$ cat src/rtl/retire_perf_monitor.sv
// Retirement performance monitor: run-control FSM plus cycle/instret/branch/mispredict/store/event counters.
// Define PERF_SATURATE_EN to make counters saturate at all-ones instead of wrapping.
module retire_perf_monitor #(
    parameter int CNT_WIDTH      = 32,
    parameter int NUM_EVENTS     = 4,
    parameter int TIMEOUT_CYCLES = 400000
) (
    input  logic                             i_clk,
    input  logic                             i_rst,
    input  logic                             i_start,
    input  logic                             i_clear,
    input  logic                             i_retire_valid,
    input  logic [31:0]                      i_retire_inst,
    input  logic                             i_retire_halt,
    input  logic                             i_retire_dmem_wen,
    input  logic                             i_mispredict,
    input  logic [NUM_EVENTS-1:0]            i_event,
    output logic [CNT_WIDTH-1:0]             o_cycles,
    output logic [CNT_WIDTH-1:0]             o_instret,
    output logic [CNT_WIDTH-1:0]             o_branches,
    output logic [CNT_WIDTH-1:0]             o_mispredicts,
    output logic [CNT_WIDTH-1:0]             o_stores,
    output logic [NUM_EVENTS*CNT_WIDTH-1:0]  o_events,
    output logic [1:0]                       o_state,
    output logic                             o_done
);

    typedef enum logic [1:0] {
        S_IDLE    = 2'b00,
        S_RUN     = 2'b01,
        S_HALTED  = 2'b10,
        S_TIMEOUT = 2'b11
    } state_t;

    // The watchdog has its own counter sized to the limit so it stays exact even when o_cycles wraps or saturates.
    localparam int WD_W = (TIMEOUT_CYCLES < 2) ? 1 : $clog2(TIMEOUT_CYCLES + 1);
    localparam logic [WD_W-1:0] WD_LAST = WD_W'((TIMEOUT_CYCLES == 0) ? 0 : TIMEOUT_CYCLES - 1);

    state_t                          state_q, state_d;
    logic                            done_q, done_d;
    logic [WD_W-1:0]                 wd_q, wd_d;
    logic [CNT_WIDTH-1:0]            cycles_q, cycles_d;
    logic [CNT_WIDTH-1:0]            instret_q, instret_d;
    logic [CNT_WIDTH-1:0]            branches_q, branches_d;
    logic [CNT_WIDTH-1:0]            mispredicts_q, mispredicts_d;
    logic [CNT_WIDTH-1:0]            stores_q, stores_d;
    logic [NUM_EVENTS*CNT_WIDTH-1:0] events_q, events_d;
    logic                            is_branch;
    logic                            unused_inst;

    function automatic logic [CNT_WIDTH-1:0] cnt_inc(input logic [CNT_WIDTH-1:0] v);
`ifdef PERF_SATURATE_EN
        return (&v) ? v : v + 1'b1;
`else
        return v + 1'b1;
`endif
    endfunction

    // Conditional branches, JAL and JALR all count as branches.
    assign is_branch = (i_retire_inst[6:0] == 7'b1100011) ||
                       (i_retire_inst[6:0] == 7'b1101111) ||
                       (i_retire_inst[6:0] == 7'b1100111);
    assign unused_inst = ^i_retire_inst[31:7];

    always_comb begin
        state_d       = state_q;
        done_d        = done_q;
        wd_d          = wd_q;
        cycles_d      = cycles_q;
        instret_d     = instret_q;
        branches_d    = branches_q;
        mispredicts_d = mispredicts_q;
        stores_d      = stores_q;
        events_d      = events_q;
        if (i_clear) begin
            state_d       = S_IDLE;
            done_d        = 1'b0;
            wd_d          = '0;
            cycles_d      = '0;
            instret_d     = '0;
            branches_d    = '0;
            mispredicts_d = '0;
            stores_d      = '0;
            events_d      = '0;
        end else begin
            case (state_q)
                S_IDLE: begin
                    if (i_start) begin
                        state_d = S_RUN;
                        wd_d    = '0;
                    end
                end
                S_RUN: begin
                    cycles_d = cnt_inc(cycles_q);
                    if (TIMEOUT_CYCLES != 0) wd_d = wd_q + 1'b1;
                    if (i_retire_valid) instret_d = cnt_inc(instret_q);
                    if (i_retire_valid && is_branch) branches_d = cnt_inc(branches_q);
                    if (i_mispredict) mispredicts_d = cnt_inc(mispredicts_q);
                    if (i_retire_valid && i_retire_dmem_wen) stores_d = cnt_inc(stores_q);
                    for (int i = 0; i < NUM_EVENTS; i++) begin
                        if (i_event[i])
                            events_d[i*CNT_WIDTH +: CNT_WIDTH] = cnt_inc(events_q[i*CNT_WIDTH +: CNT_WIDTH]);
                    end
                    // Halt wins over a timeout landing on the same edge.
                    if (i_retire_valid && i_retire_halt) begin
                        state_d = S_HALTED;
                        done_d  = 1'b1;
                    end else if (TIMEOUT_CYCLES != 0 && wd_q == WD_LAST) begin
                        state_d = S_TIMEOUT;
                        done_d  = 1'b1;
                    end
                end
                default: ;
            endcase
        end
    end

    always_ff @(posedge i_clk or posedge i_rst) begin
        if (i_rst) begin
            state_q       <= S_IDLE;
            done_q        <= 1'b0;
            wd_q          <= '0;
            cycles_q      <= '0;
            instret_q     <= '0;
            branches_q    <= '0;
            mispredicts_q <= '0;
            stores_q      <= '0;
            events_q      <= '0;
        end else begin
            state_q       <= state_d;
            done_q        <= done_d;
            wd_q          <= wd_d;
            cycles_q      <= cycles_d;
            instret_q     <= instret_d;
            branches_q    <= branches_d;
            mispredicts_q <= mispredicts_d;
            stores_q      <= stores_d;
            events_q      <= events_d;
        end
    end

    assign o_cycles      = cycles_q;
    assign o_instret     = instret_q;
    assign o_branches    = branches_q;
    assign o_mispredicts = mispredicts_q;
    assign o_stores      = stores_q;
    assign o_events      = events_q;
    assign o_state       = state_q;
    assign o_done        = done_q;

endmodule

$ cat config.mk
export PLATFORM = sky130hd
export DESIGN_NAME = retire_perf_monitor
export DESIGN_NICKNAME = d
export VERILOG_FILES = /design/src/rtl/retire_perf_monitor.sv
export SDC_FILE = /design/constraint.sdc
export NUM_CORES = 1
export LEC_CHECK = 0
export BUFFER_PORTS_ARGS = -buffer_cell sky130_fd_sc_hd__buf_2
export CORE_MARGIN = 2
export CORE_UTILIZATION = 45
export CTS_CLUSTER_SIZE = 40
export DETAILED_ROUTE_END_ITERATION = 16
export PLACE_DENSITY = 0.8
export SLEW_MARGIN = 10
export SYNTH_ARGS = -nofsm -noshare
export SYNTH_HDL_FRONTEND = slang
export SYNTH_SLANG_ARGS = --single-unit
$ cat constraint.sdc
create_clock -name i_clk -period 9.1 [get_ports i_clk]
set_clock_uncertainty 0.05 [all_clocks]
set_input_delay 0.91 -clock i_clk [delete_from_list [all_inputs] [get_ports i_clk]]
set_output_delay 0.91 -clock i_clk [all_outputs]
set_load 0.05 [all_outputs]
Word level (Yosys, flattened, before mapping)
Index checks and enable logic that the tools add are counted.
- equality and inequality tests: 7
- reductions and logical operators: 28
- muxes and demuxes: 32
- $add $sub $neg: 10
- operator list (cell ; number):
    2-to-1 mux 32 bit ; 18
    adder 32 x 1 -> 32 bit, second input constant ; 9
    2-to-1 mux 128 bit ; 2
    2-to-1 mux 19 bit ; 2
    case mux 19 bit (2 select lines) ; 1
    equality test 7 bit, second input constant ; 3
    AND reduction 2 bit ; 10
    adder 19 x 1 -> 19 bit, second input constant ; 1
    equality test 19 bit, second input constant ; 1
    nonzero test 2 bit ; 9
    2-to-1 mux 2 bit ; 4
    nonzero test 3 bit ; 2
    2-to-1 mux 1 bit ; 4
    inequality test 4 bit, second input constant ; 1
    case mux 2 bit (2 select lines) ; 1
    logical AND 1 bit ; 3
    inequality test 3 bit, second input constant ; 1
    AND reduction 3 bit ; 1
    equality test 2 x 1 -> 1 bit, second input constant ; 1
    logical NOT 2 bit ; 1
    logical OR 1 bit ; 2
- output and inout port bits: 291
- bits in registers: 310
- logic and storage cells: 89
- input port bits: 44

Logic depth before layout (Yosys ltp)
- depth in word-level cells: 7
- gate-level depth with buffers: 8
- gate-level depth less buffers: 6

Least setup slack after synthesis
Ideal clock, no wire load.
- path type: input port to flip-flop
- from: in i_clear
- to: reg events_q[121], in the netlist o_events[121]
- arrival: 2339 ps
- slack: 6579 ps
- cell stages on the path: 6
- required time: 8918 ps
- setup time: 132 ps
- buffers on the path: 5
- path through: clkbuf_1 -> buf_1 -> clkbuf_1 -> clkbuf_1 -> clkbuf_1 -> nor2_1
- cells in the longest elaborated chain, start to end: 2
- elaborated cells on any way between the ends: 4
- classes of those cells: mux (1); reduce/logical (3)
- RTL lines (what ; RTL line ; RTL):
    from (decl) ; 11 ; input logic i_clear,
    nonzero test 2 bit (no line) ; - ;
    AND reduction 2 bit (no line) ; - ;
    to (signal assigned) ; 138 ; events_q <= events_d;
    to (decl) ; 47 ; logic [NUM_EVENTS*CNT_WIDTH-1:0] events_q, events_d;
Several ways; a longest one is shown, not always the timed one.
A chain may end at the register's enable or synchronous reset.

Final worst setup path
- from: reg state_q[1], in the netlist o_state[1]
- to: reg branches_q[28], in the netlist o_branches[28]
- cells in the longest elaborated chain, start to end: 3
- RTL lines (what ; RTL line ; RTL):
    from (decl) ; 39 ; state_t state_q, state_d;
    from (signal assigned) ; 130 ; state_q <= state_d;
    equality test 2 x 1 -> 1 bit ; 86 ; case (state_q)
    nonzero test 2 bit (no line) ; - ;
    AND reduction 2 bit (no line) ; - ;
    to (signal assigned) ; 135 ; branches_q <= branches_d;
    to (decl) ; 44 ; logic [CNT_WIDTH-1:0] branches_q, branches_d;
No other way between the ends.

==> summary.md <==
| Metric | Value |
|---|---|
| Initial antenna violation count | 4 |
| Die footprint | 36500 sq um |
| # IOs | 335 |
| GRT Residual Overflow | 0 |
| Clk_lat worst skew | 0.51 ns |
| H-tree depth | 2 |
| Final ANT Viol Nets | 0 |
| Hold buffers post-CTS | 0 |
| DRC | 0 |
| Status | finished clean |
| Max Fclk | 316 MHz |
| CP required | 9.45 ns |
| Worst endpoint data arrival time | 3.52 ns |
| Final wirelength | 39.9 mm |
| Leak Pwr | 8.46 nW |
| Post-synth top area share | 0.493 |
| Nets | 2010 |
| Top_reg_cell synth | dfrtp_1 |
| CTS tree | done |
| Setup WS post-layout | 5.93 ns |
| Setup bufs post-CTS | 0 |
| Die Y | 191 um |
| Worst slack, placed | 5.43 ns |
| # setup viols final | 0 |
| Hold Path Class | register to register |
| Synth cell types | 56 |
| Yosys reg bits | 310 |
| Synthesized instance count | 1678 |
| R2R depth | 5 |
| PortBufs | 309 |
| CTS Buf Count | 36 |
| Clk sinks | 310 |
| Yosys top cell by area | dfrtp_1 |
| Placeable Area | 34500 sq um |
| Global routing met3 resource utilization | 0.0507 |
| Max cap viols | 0 |
| Post-DP HPWL | 26.8 mm |
| Fin. max-slew vios | 0 |
| Crit path kind | register to register |
| Via count | 13500 |
| DR iter-0 viols | 779 |
| GR met2 Demand/Resource | 0.342 |
| Crit. End Element | register |
| Synth top area cells | dfrtp_1 49%, xnor2_1 9.0%, nor2_1 6.3%, xor2_1 4.2%, nand4_1 3.0% |
| Avg Cell Area, Syn | 9.37 sq um |
| Least-Margin Pin Slew | 1.25 ns |
| Reg clk slew, reported paths | 0.06 ns |
| Fill count | 3043 |
| FF+latch area | 7760 sq um |
| Area of the multi-input gates | 7460 sq um |
| Global Route Usage Sum | 0.213 |
| Mapped cell area | 15700 sq um |
| Clk root buf | clkbuf_16 |
| Gp weighted congestion | 0.846 |
| Vias in the first global route | 12600 |
| Inst Count DP | 2373 |
| Core Rows | 68 |
| Pre-antenna DRT Iters | 4 |
| Starting Density | 0.456 |
| Max VDD drop | 0.149 mV |
| Sequential element share of the synthesized area | 0.493 |
| FFs w/ async S/R, synth | 1.00 |
| Met1 usage | 0.289 |
| Syn. warnings | 0 |
| Largest net degree at the start of global routing | 143 |
| Slew headroom | 0.163 |
| PD cells | 159 nW/um^2 |
| Syn nets | 1732 |
| Drt wl/cell | 16.3 um |
| PostCTS Resize Cnt | 0 |
| Layout cells sized above 1 | 0.204 |
| RSZ-0062 raised after global routing | no |
| Final Hold Fails | 0 |
| Total Power | 3.00 mW |
| Setup TNS | 0 ns |
| Minimum hold slack | 0.471 ns |
| Worst hold stages | 1 |
| Global-route wire length before repair | 64.7 mm |
| Crit path max fanout | 19 |
| Non-filler cells, final | 2440 |
| EDFF count, synth | 0 |
| Final Critical Period | 3.17 ns |
| Vias/cell | 5.53 |
| Busiest grt layer | met2 |
| Synthesis-to-layout area growth | 20.1% |
| Crit path launch type | register |
| Crit share post-route | 0.348 |
| Clock Tree Buf Depth | 3 |
| Die X | 191 um |
==> placed cells by master (no fill, tap or decap), types with 4 or more instances in the layout <==
| cell type | n |
|---|---|
| o2111ai_1 | 8 |
| nor3b_1 | 9 |
| dfrtp_1 | 310 |
| o211ai_1 | 4 |
| nor4_2 | 4 |
| and3b_1 | 5 |
| nor3_1 | 76 |
| nand4_1 | 76 |
| and2_1 | 14 |
| or3_1 | 48 |
| nor2b_1 | 6 |
| a2111o_1 | 4 |
| xnor2_1 | 161 |
| clkbuf_8 | 4 |
| and3_1 | 26 |
| nor4_1 | 41 |
| buf_4 | 7 |
| xor2_1 | 76 |
| buf_2 | 308 |
| nor2_1 | 265 |
| o21ai_0 | 64 |
| or2_2 | 9 |
| ha_1 | 10 |
| clkbuf_1 | 6 |
| inv_1 | 55 |
| and4_1 | 33 |
| nand3_1 | 73 |
| clkinv_2 | 9 |
| bufinv_16 | 4 |
| nand2_1 | 116 |
| clkbuf_16 | 38 |
| a21oi_1 | 57 |
==> flip-flops by register name (all words and copies together), names as in the netlist <==
signal	count
o_done	1
o_instret	32
o_mispredicts	32
wd_q	19
o_cycles	32
o_stores	32
o_branches	32
o_state	2
o_events	128
==> cell usage after synthesis (all sizes together) (3+ instances only) <==
master,count
nor4b,5
ha,10
nand4bb,3
o211ai,4
a21o,3
and3b,5
buf,17
nand4,77
or2,9
nor4,46
nand3,73
xnor2,161
nor3,76
a2111o,4
nor3b,9
o2111ai,8
nand2,116
mux2i,3
inv,56
nor2,265
or4,3
dfrtp,310
a31oi,3
a21oi,57
xor2,76
nand3b,5
and2,14
o21ai,64
o31ai,3
and3,26
or3,48
nor2b,6
clkbuf,61
and4,33
==> logic make-up after synthesis <==
| kind of cell | synth area share |
|---|---|
| compound gates | 0.0590 |
| xor+xnor | 0.132 |
| fa+ha+maj | 0.00796 |
| buf+inv | 0.0330 |
| flops | 0.493 |
| mux | 0.00334 |
| simple gates | 0.271 |
==> routing by layer <==
layer | up-vias | wire, um
li1 | 6385 | -
met1 | 6621 | 17300
met5 | - | 21
met4 | 4 | 745
met2 | 431 | 18800
met3 | 63 | 3020
==> worst max-delay path: stages, from the launching register on <==
cell and delay [ns]:
dfrtp_1 0.62, nand3b_2 0.42, nor4_4 0.85, nand4_1 0.45, nor3_1 0.31, mux2_2 0.35
==> where the power goes <==
| group | total [mW] | switching, mW | internal (mW) |
|---|---|---|---|
| Clock | 1.50 | 0.586 | 0.913 |
| Combinational | 0.112 | 0.0907 | 0.0214 |
| Sequential | 1.39 | 0.00833 | 1.38 |
==> final timing paths <==
path | from | end | slack (ns)
worst max-delay path | o_state[1] | o_branches[28] | 5.93
worst min-delay path | wd_q[17] | wd_q[17] | 0.47
worst max register to register | o_state[1] | o_branches[28] | 5.93
worst min register to register | wd_q[17] | wd_q[17] | 0.47
max in group asynchronous | i_rst | o_events[17] | 7.13
min in group asynchronous | i_rst | o_instret[30] | 0.56
==> stage by stage <==
stage / area, sq um / utilization
after CTS: 18900 / 0.548
after detailed placement: 17600 / 0.512
after floorplan: 15700 / -
after global placement: 17600 / 0.512
after global routing: 18900 / 0.548
final: 18900 / 0.548
==> layout make-up <==
class | count | share of cell area
repair buffers | 318 | 0.0873
flip-flops and latches | 310 | 0.411
diodes | 2 | 0.000265
clock buffers | 48 | 0.0545
clock inverters | 17 | 0.0109
well taps | 455 | 0.0301
multi-input cells | 1234 | 0.395
inverters | 56 | 0.0113
Note: power is estimated with default switching activity, not from simulation.
